### config.mk
export PLATFORM = sky130hd
export DESIGN_NAME = descriptor_extract_pq
export DESIGN_NICKNAME = d
export VERILOG_FILES = /design/src/rtl/descriptor_extract_pkg.sv /design/src/rtl/desc_sync_fifo.sv /design/src/rtl/descriptor_extract_pq.sv
export SDC_FILE = /design/constraint.sdc
export NUM_CORES = 1
export LEC_CHECK = 0
export CAP_MARGIN = 20
export CORE_AREA = 2 2 309 281
export CTS_CLUSTER_DIAMETER = 120
export DETAILED_ROUTE_END_ITERATION = 12
export DIE_AREA = 0 0 311 283
export HOLD_SLACK_MARGIN = 0.06
export SETUP_SLACK_MARGIN = 0.15
export SLEW_MARGIN = 20
export SYNTH_ARGS = -nofsm -noshare
export SYNTH_HDL_FRONTEND = slang
export SYNTH_SLANG_ARGS = --single-unit
export TNS_END_PERCENT = 100
### constraint.sdc
create_clock -name i_clk -period 5.05 [get_ports i_clk]
set_input_delay 1.2625 -clock i_clk [delete_from_list [all_inputs] [get_ports i_clk]]
set_output_delay 1.2625 -clock i_clk [all_outputs]
set_load 0.1 [all_outputs]
### src/rtl/descriptor_extract_pkg.sv
`default_nettype none
// ----------------------------------------------------------------------------
// descriptor_extract_pkg: shared types, header indices and descriptor layout
// Revision: 1.0
// ----------------------------------------------------------------------------
package descriptor_extract_pkg;

  typedef enum logic [1:0] {
    CLS_TS = 2'b00,
    CLS_RC = 2'b01,
    CLS_BE = 2'b10
  } pkt_class_t;

  typedef enum logic [0:0] {
    P_IDLE  = 1'b0,
    P_FRAME = 1'b1
  } parse_state_t;

  typedef enum logic [1:0] {
    S_IDLE     = 2'd0,
    S_WAIT_BUF = 2'd1,
    S_SEND     = 2'd2
  } send_state_t;

  localparam int DELAY          = 14;
  localparam int DMAC_FIRST_IDX = 0;
  localparam int DMAC_LAST_IDX  = 5;
  localparam int ETH_HI_IDX     = 12;
  localparam int ETH_LO_IDX     = 13;

  localparam int LEN_W    = 11;
  localparam int DMAC_W   = 48;
  localparam int CLASS_W  = 2;
  localparam int INPORT_W = 4;
  localparam logic [LEN_W-1:0] LEN_MAX = '1;

  // Descriptor layout, LSB first: dmac | bufid | len | class | inport
  localparam int DESC_DMAC_LSB  = 0;
  localparam int DESC_BUFID_LSB = DMAC_W;

  function automatic int desc_len_lsb(input int bufid_w);
    return DMAC_W + bufid_w;
  endfunction

  function automatic int desc_class_lsb(input int bufid_w);
    return DMAC_W + bufid_w + LEN_W;
  endfunction

  function automatic int desc_inport_lsb(input int bufid_w);
    return DMAC_W + bufid_w + LEN_W + CLASS_W;
  endfunction

  function automatic int desc_width(input int bufid_w);
    return DMAC_W + bufid_w + LEN_W + CLASS_W + INPORT_W;
  endfunction

  typedef struct packed {
    pkt_class_t        cls;
    logic [LEN_W-1:0]  len;
    logic [DMAC_W-1:0] dmac;
  } desc_entry_t;

  typedef struct packed {
    logic       valid;
    logic       sof;
    logic [8:0] data;
  } dly_word_t;

  function automatic pkt_class_t classify(input logic [15:0] eth,
                                          input logic [15:0] ts_eth,
                                          input logic [15:0] rc_eth);
    if (eth == ts_eth)      return CLS_TS;
    else if (eth == rc_eth) return CLS_RC;
    else                    return CLS_BE;
  endfunction

  function automatic logic [15:0] sat_inc16(input logic [15:0] v);
    return (v == 16'hFFFF) ? v : v + 16'd1;
  endfunction

endpackage
`default_nettype wire

### src/rtl/desc_sync_fifo.sv
`default_nettype none
// ----------------------------------------------------------------------------
// desc_sync_fifo: synchronous FIFO whose full flag also counts reserved slots
// Revision: 1.0
// ----------------------------------------------------------------------------
module desc_sync_fifo #(
  parameter int WIDTH = 61,
  parameter int DEPTH = 4
) (
  input  logic             clk,
  input  logic             rst_n,
  input  logic             reserve,
  input  logic             push,
  input  logic [WIDTH-1:0] push_data,
  input  logic             pop,
  output logic [WIDTH-1:0] head,
  output logic             full,
  output logic             empty
);

  localparam int AW = $clog2(DEPTH);
  localparam int CW = AW + 1;

  logic [WIDTH-1:0] mem [DEPTH];
  logic [AW-1:0]    wr_ptr;
  logic [AW-1:0]    rd_ptr;
  logic [CW-1:0]    count;
  logic [CW-1:0]    reserved;
  logic             do_pop;
  logic [CW:0]      occupied;

  assign do_pop   = pop && (count != '0);
  assign empty    = (count == '0);
  assign occupied = {1'b0, count} + {1'b0, reserved};
  assign full     = (occupied >= (CW+1)'(DEPTH));
  assign head     = mem[rd_ptr];

  // A push consumes the reservation made at admission, so reserved and count
  // together never exceed DEPTH.
  always_ff @(posedge clk or negedge rst_n) begin
    if (!rst_n) begin
      wr_ptr   <= '0;
      rd_ptr   <= '0;
      count    <= '0;
      reserved <= '0;
    end else begin
      if (push)   wr_ptr <= wr_ptr + AW'(1);
      if (do_pop) rd_ptr <= rd_ptr + AW'(1);
      unique case ({push, do_pop})
        2'b10:   count <= count + CW'(1);
        2'b01:   count <= count - CW'(1);
        default: count <= count;
      endcase
      unique case ({reserve, push})
        2'b10:   reserved <= reserved + CW'(1);
        2'b01:   reserved <= (reserved != '0) ? reserved - CW'(1) : reserved;
        default: reserved <= reserved;
      endcase
    end
  end

  always_ff @(posedge clk) begin
    if (push) mem[wr_ptr] <= push_data;
  end

endmodule
`default_nettype wire

### src/rtl/descriptor_extract_pq.sv
`default_nettype none
// ----------------------------------------------------------------------------
// descriptor_extract_pq: frame parse, class admission, delay line, bufid pairing
// Revision: 1.0
// ----------------------------------------------------------------------------
module descriptor_extract_pq
  import descriptor_extract_pkg::*;
#(
  parameter logic [3:0]  INPORT     = 4'b0000,
  parameter int          DESC_DEPTH = 4,
  parameter int          BUFID_W    = 9,
  parameter logic [15:0] TS_ETHTYPE = 16'h1800,
  parameter logic [15:0] RC_ETHTYPE = 16'h1801
) (
  input  logic               i_clk,
  input  logic               i_rst_n,
  input  logic [8:0]         iv_data,
  input  logic               i_data_wr,
  input  logic [BUFID_W-1:0] iv_free_bufid_num,
  input  logic [BUFID_W-1:0] iv_ts_threshold,
  input  logic [BUFID_W-1:0] iv_rc_threshold,
  input  logic [BUFID_W-1:0] iv_be_threshold,
  output logic [8:0]         ov_data,
  output logic               o_data_wr,
  input  logic               i_pkt_bufid_wr,
  input  logic [BUFID_W-1:0] iv_pkt_bufid,
  output logic               o_pkt_bufid_ack,
  output logic               o_descriptor_wr,
  output logic [64+BUFID_W:0] ov_descriptor,
  input  logic               i_descriptor_ack,
  output logic [15:0]        ov_drop_cnt_ts,
  output logic [15:0]        ov_drop_cnt_rc,
  output logic [15:0]        ov_drop_cnt_be,
  output logic [15:0]        ov_runt_cnt
);

  localparam int DESC_W = desc_width(BUFID_W);
  localparam int FIFO_W = $bits(desc_entry_t);
  localparam logic [LEN_W-1:0] IDX_DMAC_LAST = LEN_W'(DMAC_LAST_IDX);
  localparam logic [LEN_W-1:0] IDX_ETH_HI    = LEN_W'(ETH_HI_IDX);
  localparam logic [LEN_W-1:0] IDX_ETH_LO    = LEN_W'(ETH_LO_IDX);

  parse_state_t       pstate, pstate_nxt;
  send_state_t        sstate, sstate_nxt;
  logic               prev_wr;
  logic [LEN_W-1:0]   byte_cnt;
  logic [DMAC_W-1:0]  dmac;
  logic [7:0]         eth_hi;
  logic               admit_r;
  pkt_class_t         cls_r;
  logic               keep_r;
  logic [BUFID_W-1:0] bufid_r;
  dly_word_t          dly [DELAY];

  logic               first_byte, frame_byte, last_byte;
  logic [LEN_W-1:0]   cur_idx, len_now;
  pkt_class_t         cls_now, push_cls;
  logic [BUFID_W-1:0] thr;
  logic               decide, drop_now, kept_at_last;
  logic               reserve, push, runt, pop;
  logic               fifo_full, fifo_empty;
  desc_entry_t        push_entry, head;
  dly_word_t          dly_out;
  logic               keep_now;
  logic [DESC_W-1:0]  desc;

  // A first byte must follow an idle cycle, so the tail of a frame cut by
  // reset is never mistaken for a new frame start.
  always_comb begin
    first_byte = i_data_wr && iv_data[8] && !prev_wr;
    frame_byte = i_data_wr && (first_byte || (pstate == P_FRAME));
    last_byte  = frame_byte && iv_data[8] && !first_byte;
    cur_idx    = first_byte ? '0 : byte_cnt;
    len_now    = (cur_idx == LEN_MAX) ? LEN_MAX : cur_idx + LEN_W'(1);
    cls_now    = classify({eth_hi, iv_data[7:0]}, TS_ETHTYPE, RC_ETHTYPE);
    unique case (cls_now)
      CLS_TS:  thr = iv_ts_threshold;
      CLS_RC:  thr = iv_rc_threshold;
      default: thr = iv_be_threshold;
    endcase
    decide       = frame_byte && (cur_idx == IDX_ETH_LO);
    drop_now     = (iv_free_bufid_num <= thr) || fifo_full;
    reserve      = decide && !drop_now;
    kept_at_last = decide ? !drop_now : admit_r;
    push_cls     = decide ? cls_now : cls_r;
    push         = last_byte && kept_at_last && (cur_idx >= IDX_ETH_LO);
    runt         = last_byte && (cur_idx < IDX_ETH_LO);
    push_entry   = '{cls: push_cls, len: len_now, dmac: dmac};
  end

  always_comb begin
    pstate_nxt = pstate;
    if (first_byte)     pstate_nxt = P_FRAME;
    else if (last_byte) pstate_nxt = P_IDLE;
  end

  always_ff @(posedge i_clk or negedge i_rst_n) begin
    if (!i_rst_n) begin
      pstate         <= P_IDLE;
      prev_wr        <= 1'b0;
      byte_cnt       <= '0;
      dmac           <= '0;
      eth_hi         <= '0;
      admit_r        <= 1'b0;
      cls_r          <= CLS_TS;
      ov_drop_cnt_ts <= '0;
      ov_drop_cnt_rc <= '0;
      ov_drop_cnt_be <= '0;
      ov_runt_cnt    <= '0;
    end else begin
      pstate  <= pstate_nxt;
      prev_wr <= i_data_wr;
      if (first_byte) begin
        byte_cnt <= LEN_W'(1);
        admit_r  <= 1'b0;
      end else if (frame_byte && byte_cnt != LEN_MAX) begin
        byte_cnt <= byte_cnt + LEN_W'(1);
      end
      if (frame_byte && cur_idx <= IDX_DMAC_LAST) dmac <= {dmac[DMAC_W-9:0], iv_data[7:0]};
      if (frame_byte && cur_idx == IDX_ETH_HI) eth_hi <= iv_data[7:0];
      if (decide) begin
        admit_r <= !drop_now;
        cls_r   <= cls_now;
        if (drop_now) begin
          unique case (cls_now)
            CLS_TS:  ov_drop_cnt_ts <= sat_inc16(ov_drop_cnt_ts);
            CLS_RC:  ov_drop_cnt_rc <= sat_inc16(ov_drop_cnt_rc);
            default: ov_drop_cnt_be <= sat_inc16(ov_drop_cnt_be);
          endcase
        end
      end
      if (runt) ov_runt_cnt <= sat_inc16(ov_runt_cnt);
    end
  end

  // Admission is resolved one cycle before byte 0 reaches the end of the line.
  always_comb begin
    dly_out   = dly[DELAY-1];
    keep_now  = dly_out.sof ? admit_r : keep_r;
    o_data_wr = dly_out.valid && keep_now;
    ov_data   = o_data_wr ? dly_out.data : '0;
  end

  always_ff @(posedge i_clk or negedge i_rst_n) begin
    if (!i_rst_n) begin
      for (int i = 0; i < DELAY; i++) dly[i] <= '0;
      keep_r <= 1'b0;
    end else begin
      dly[0] <= '{valid: frame_byte, sof: first_byte, data: iv_data};
      for (int i = 1; i < DELAY; i++) dly[i] <= dly[i-1];
      if (dly_out.valid) begin
        if (dly_out.sof)          keep_r <= admit_r;
        else if (dly_out.data[8]) keep_r <= 1'b0;
      end
    end
  end

  desc_sync_fifo #(
    .WIDTH (FIFO_W),
    .DEPTH (DESC_DEPTH)
  ) u_fifo (
    .clk       (i_clk),
    .rst_n     (i_rst_n),
    .reserve   (reserve),
    .push      (push),
    .push_data (push_entry),
    .pop       (pop),
    .head      (head),
    .full      (fifo_full),
    .empty     (fifo_empty)
  );

  always_comb begin
    sstate_nxt      = sstate;
    o_pkt_bufid_ack = 1'b0;
    o_descriptor_wr = 1'b0;
    pop             = 1'b0;
    unique case (sstate)
      S_IDLE: begin
        if (!fifo_empty) sstate_nxt = S_WAIT_BUF;
      end
      S_WAIT_BUF: begin
        if (i_pkt_bufid_wr) begin
          o_pkt_bufid_ack = 1'b1;
          sstate_nxt      = S_SEND;
        end
      end
      S_SEND: begin
        o_descriptor_wr = 1'b1;
        if (i_descriptor_ack) begin
          pop        = 1'b1;
          sstate_nxt = S_IDLE;
        end
      end
      default: sstate_nxt = S_IDLE;
    endcase
  end

  always_ff @(posedge i_clk or negedge i_rst_n) begin
    if (!i_rst_n) begin
      sstate  <= S_IDLE;
      bufid_r <= '0;
    end else begin
      sstate <= sstate_nxt;
      if (sstate == S_WAIT_BUF && i_pkt_bufid_wr) bufid_r <= iv_pkt_bufid;
    end
  end

  always_comb begin
    desc = '0;
    if (o_descriptor_wr) begin
      desc[DESC_DMAC_LSB +: DMAC_W]                 = head.dmac;
      desc[DESC_BUFID_LSB +: BUFID_W]               = bufid_r;
      desc[desc_len_lsb(BUFID_W) +: LEN_W]          = head.len;
      desc[desc_class_lsb(BUFID_W) +: CLASS_W]      = head.cls;
      desc[desc_inport_lsb(BUFID_W) +: INPORT_W]    = INPORT;
    end
    ov_descriptor = desc;
  end

endmodule
`default_nettype wire
==> results.ini <==
[outcome]
status=finished, final reports clean

[die]
core-area_mm2=0.0850
initial_core_util_pct=24.8
die_width_um=311
rows=102
io_pins=209
die_h_um=283
die_area_mm2=0.0880

[detailed_routing]
viasPerCell=4.21
dr.pass1.iters=5
wirelength_um=48500
vias=11600
ant_nets=0
drc=0
drt_iter0_markers=607
routedWlPerCell_um=17.7

[pwr]
p_seq_share_pct=50.1
swShare_pct=25.6
power_per_cell_area_mw_per_mm2=429
p_int_uw=8540
power_leakage_uw=0.0104
p_switching_uw=2940
power_frac_comb_pct=10.0
pwr-share-clk_pct=39.9
vdd_ir_drop_max_v=0.000331

[clock_tree]
cts-root-buf=clkbuf_16
clock_latency_ns=0.65
cts_hold_buf=0
numClockSinks=556
htreeDepth=2
cts_tree=built
cts_made_buffers=60
cts_buffer_depth=3
path_clk_slew_ns=0.06

[sta]
tns_ns=0
clock_skew_ns=0.0627
slew_viol_final=0
slew_headroom_pct=26.7
hold_ws_ns=0.312
final.period_utilization_pct=90.2
hold_violations=0
timing.fmax_mhz=220
setup_viol=0
worst_pin_slew_ns=1.10
min_period_ns=4.56
rsz0062_at_grt=no

[layout]
nets=1634
area_delta_synth_final_pct=27.1
layout-drive-gt1-share_pct=23.5
fill_cells=8331

[worst_setup_path]
crit_type=input port to flip-flop
cpPeakStageDelay_ns=0.40
crit_slowest_cell=clkdlybuf4s50_1
path_max_fanout=19
reg2reg_from=eth_hi[1]
critPathTopFamily=buffers and inverters
arrival_ns=5.10
cp_num_buf_inv=5
worstPathCellList=clkdlybuf4s50_1, buf_4, nor4_2, nand4_1, buf_4, nor2_1, a21oi_1, ha_1, a21oi_1, o21ai_1, a2111oi_2, nor3_1, o21a_1, inv_1, ha_1, inv_1, fa_1, xor2_1, nor2_1, xor2_1
reg2reg_to=u_fifo.count[2]
critPathRequiredTime_ns=5.60
end_kind=flip-flop
r2r_setup_slack_ns=1.13
worst-r2r-cell-count=18
cp-start-kind=input port

[job]
max_cap_viol_count=0

[yosys]
synth_area_per_cell_um2=16.4
ys_seq_elements=556
synth-async-reset-ratio_pct=56.1
netlist_instances=1284
yosysWarningCount=0
synth_edf_count=244
ys.flop_type=dfrtp_1
yosys.cell_types.count=63
yosysSeqAreaShare_pct=71.9
syn_area_mm2=0.0210

[placed_design]
io_buffer_count=204
hpwl_um=33000
place_congestion=0.770

[worst_hold_path]
hold_path_depth=0
hp-start=dly[119]
min_to=dly[108]
hold_class=flip-flop to flip-flop

[grt]
grt_usage_pct=11.0
antenna_found_initial=5
grt_max_degree=118
overflow=0
grt_first_pass_wirelength_um=74700
grt_pass1_vias=12000

power by group through the flow:
stage	combinational [uW]	clock (uW)	sequential, uW
global route	1250	4890	5840
detailed placement	1170	0	5860
finish	1150	4570	5750
global placement	1140	0	5820
CTS	1170	4720	5770
floorplan	725	0	5780
layout make-up:
cell class	count	area, um2	area share (%)
clock inverter	37	469	1.75
tap	1144	1430	5.35
clock buffer	76	1640	6.14
multi-input combinational	657	5610	21.0
sequential	556	15100	56.6
inverter	21	78.8	0.295
timing repair buffer	253	2370	8.85
antenna	2	5.00	0.0187
synthesized netlist by cell type, types with 4 or more instances:
cell type	number	area, um2
buf_2	19	95.1
mux2i_1	12	120
o21ai_0	21	105
nor4_1	13	81.3
a31oi_1	4	25.0
nor3_1	20	100
mux4_2	61	1370
buf_4	4	30.0
edfxtp_1	244	7330
and3_1	16	100
or3_1	7	43.8
nand4_1	29	181
inv_1	19	71.3
a21o_1	5	37.5
nand3_1	40	200
nor2_1	42	158
a21oi_1	18	90.1
mux2_2	59	664
xor2_1	37	324
and4_1	6	52.6
dfrtp_1	312	7810
ha_1	24	300
clkbuf_1	27	101
xnor2_1	35	307
and2_1	85	532
nand2_1	68	255
through the flow:
stage                     power (uW)  util, %  setup slack, ns  cell area (um2)  std cells
final                          11500     31.5            0.495            26700       2746
after global routing           12000     31.5            0.205            26700       2744
after CTS                      11700     31.5            0.366            26700       2744
after detailed placement        7020     29.0           -0.306            24600       2631
after global placement          6960     29.0           -0.287            24600       2631
after floorplan                 6500        -            0.306            21100       1287
flip-flops by register name, summed over array words and instances, names as in the netlist, 2 cells and up:
signal,cells
byte_cnt,11
cls_r,2
dmac,48
u_fifo.wr_ptr,2
u_fifo.reserved,3
ov_drop_cnt_rc,16
ov_runt_cnt,16
u_fifo.mem,244
u_fifo.rd_ptr,2
ov_drop_cnt_ts,16
eth_hi,8
ov_drop_cnt_be,16
bufid_r,9
dly,154
u_fifo.count,3
sstate,2
layout by cell type, fill, tap and decap left out, types with 5 or more instances in the layout:
cell               n
a21o_1             5
a21oi_1           18
and2_1            81
and3_1            16
and4_1             6
buf_12            11
buf_4            112
bufinv_16          8
clkbuf_1           8
clkbuf_16         60
clkbuf_8           8
clkdlybuf4s50_1  129
clkinv_2          16
dfrtp_1          310
edfxtp_1         244
ha_1              24
inv_1             18
mux2_2            59
mux2i_1           12
mux4_2            61
nand2_1           68
nand3_1           40
nand4_1           29
nor2_1            42
nor3_1            20
nor4_1            12
o21ai_0           21
or3_1              7
xnor2_1           35
xor2_1            37
cell families (layout without fill, tap and decap cells):
kind of cell,after synthesis,count (layout),synth area share [%]
adders and majority gates,26,26,1.62
buffers and inverters,74,387,1.54
muxes,135,135,10.4
and+or+nand+nor,355,355,9.59
DFF,556,556,71.9
AOI/OAI and AO/OA,65,65,1.90
xor gates and xnor gates,72,72,3.00
other,1,6,0.0178
how the worst max path moves through the flow:
stage	startpoint	to	slack (ns)	cells past startpoint
final	iv_data[1]	u_fifo.count[2]	0.49	20
after global routing	iv_data[1]	u_fifo.count[2]	0.21	20
after CTS	iv_data[1]	u_fifo.count[2]	0.37	20
after detailed placement	iv_data[1]	u_fifo.count[2]	-0.31	20
after global placement	iv_data[1]	u_fifo.count[2]	-0.29	20
after floorplan	iv_data[1]	u_fifo.count[2]	0.31	18
repair_timing:
action / in CTS / in global routing
buffers inserted: 0 / 0
endpoints found under the setup margin: 0 / 1
gates resized for setup: 0 / 1
routing by layer:
metal  GRT usage, %  up-vias  wire length, um
met5              0        -               10
met4           3.38        2             1230
met3           2.29       80             2250
met2           17.9      265            23300
met1           14.6     5980            21700
li1               -     5224                -
Note: power is estimated with default switching activity, not from simulation.
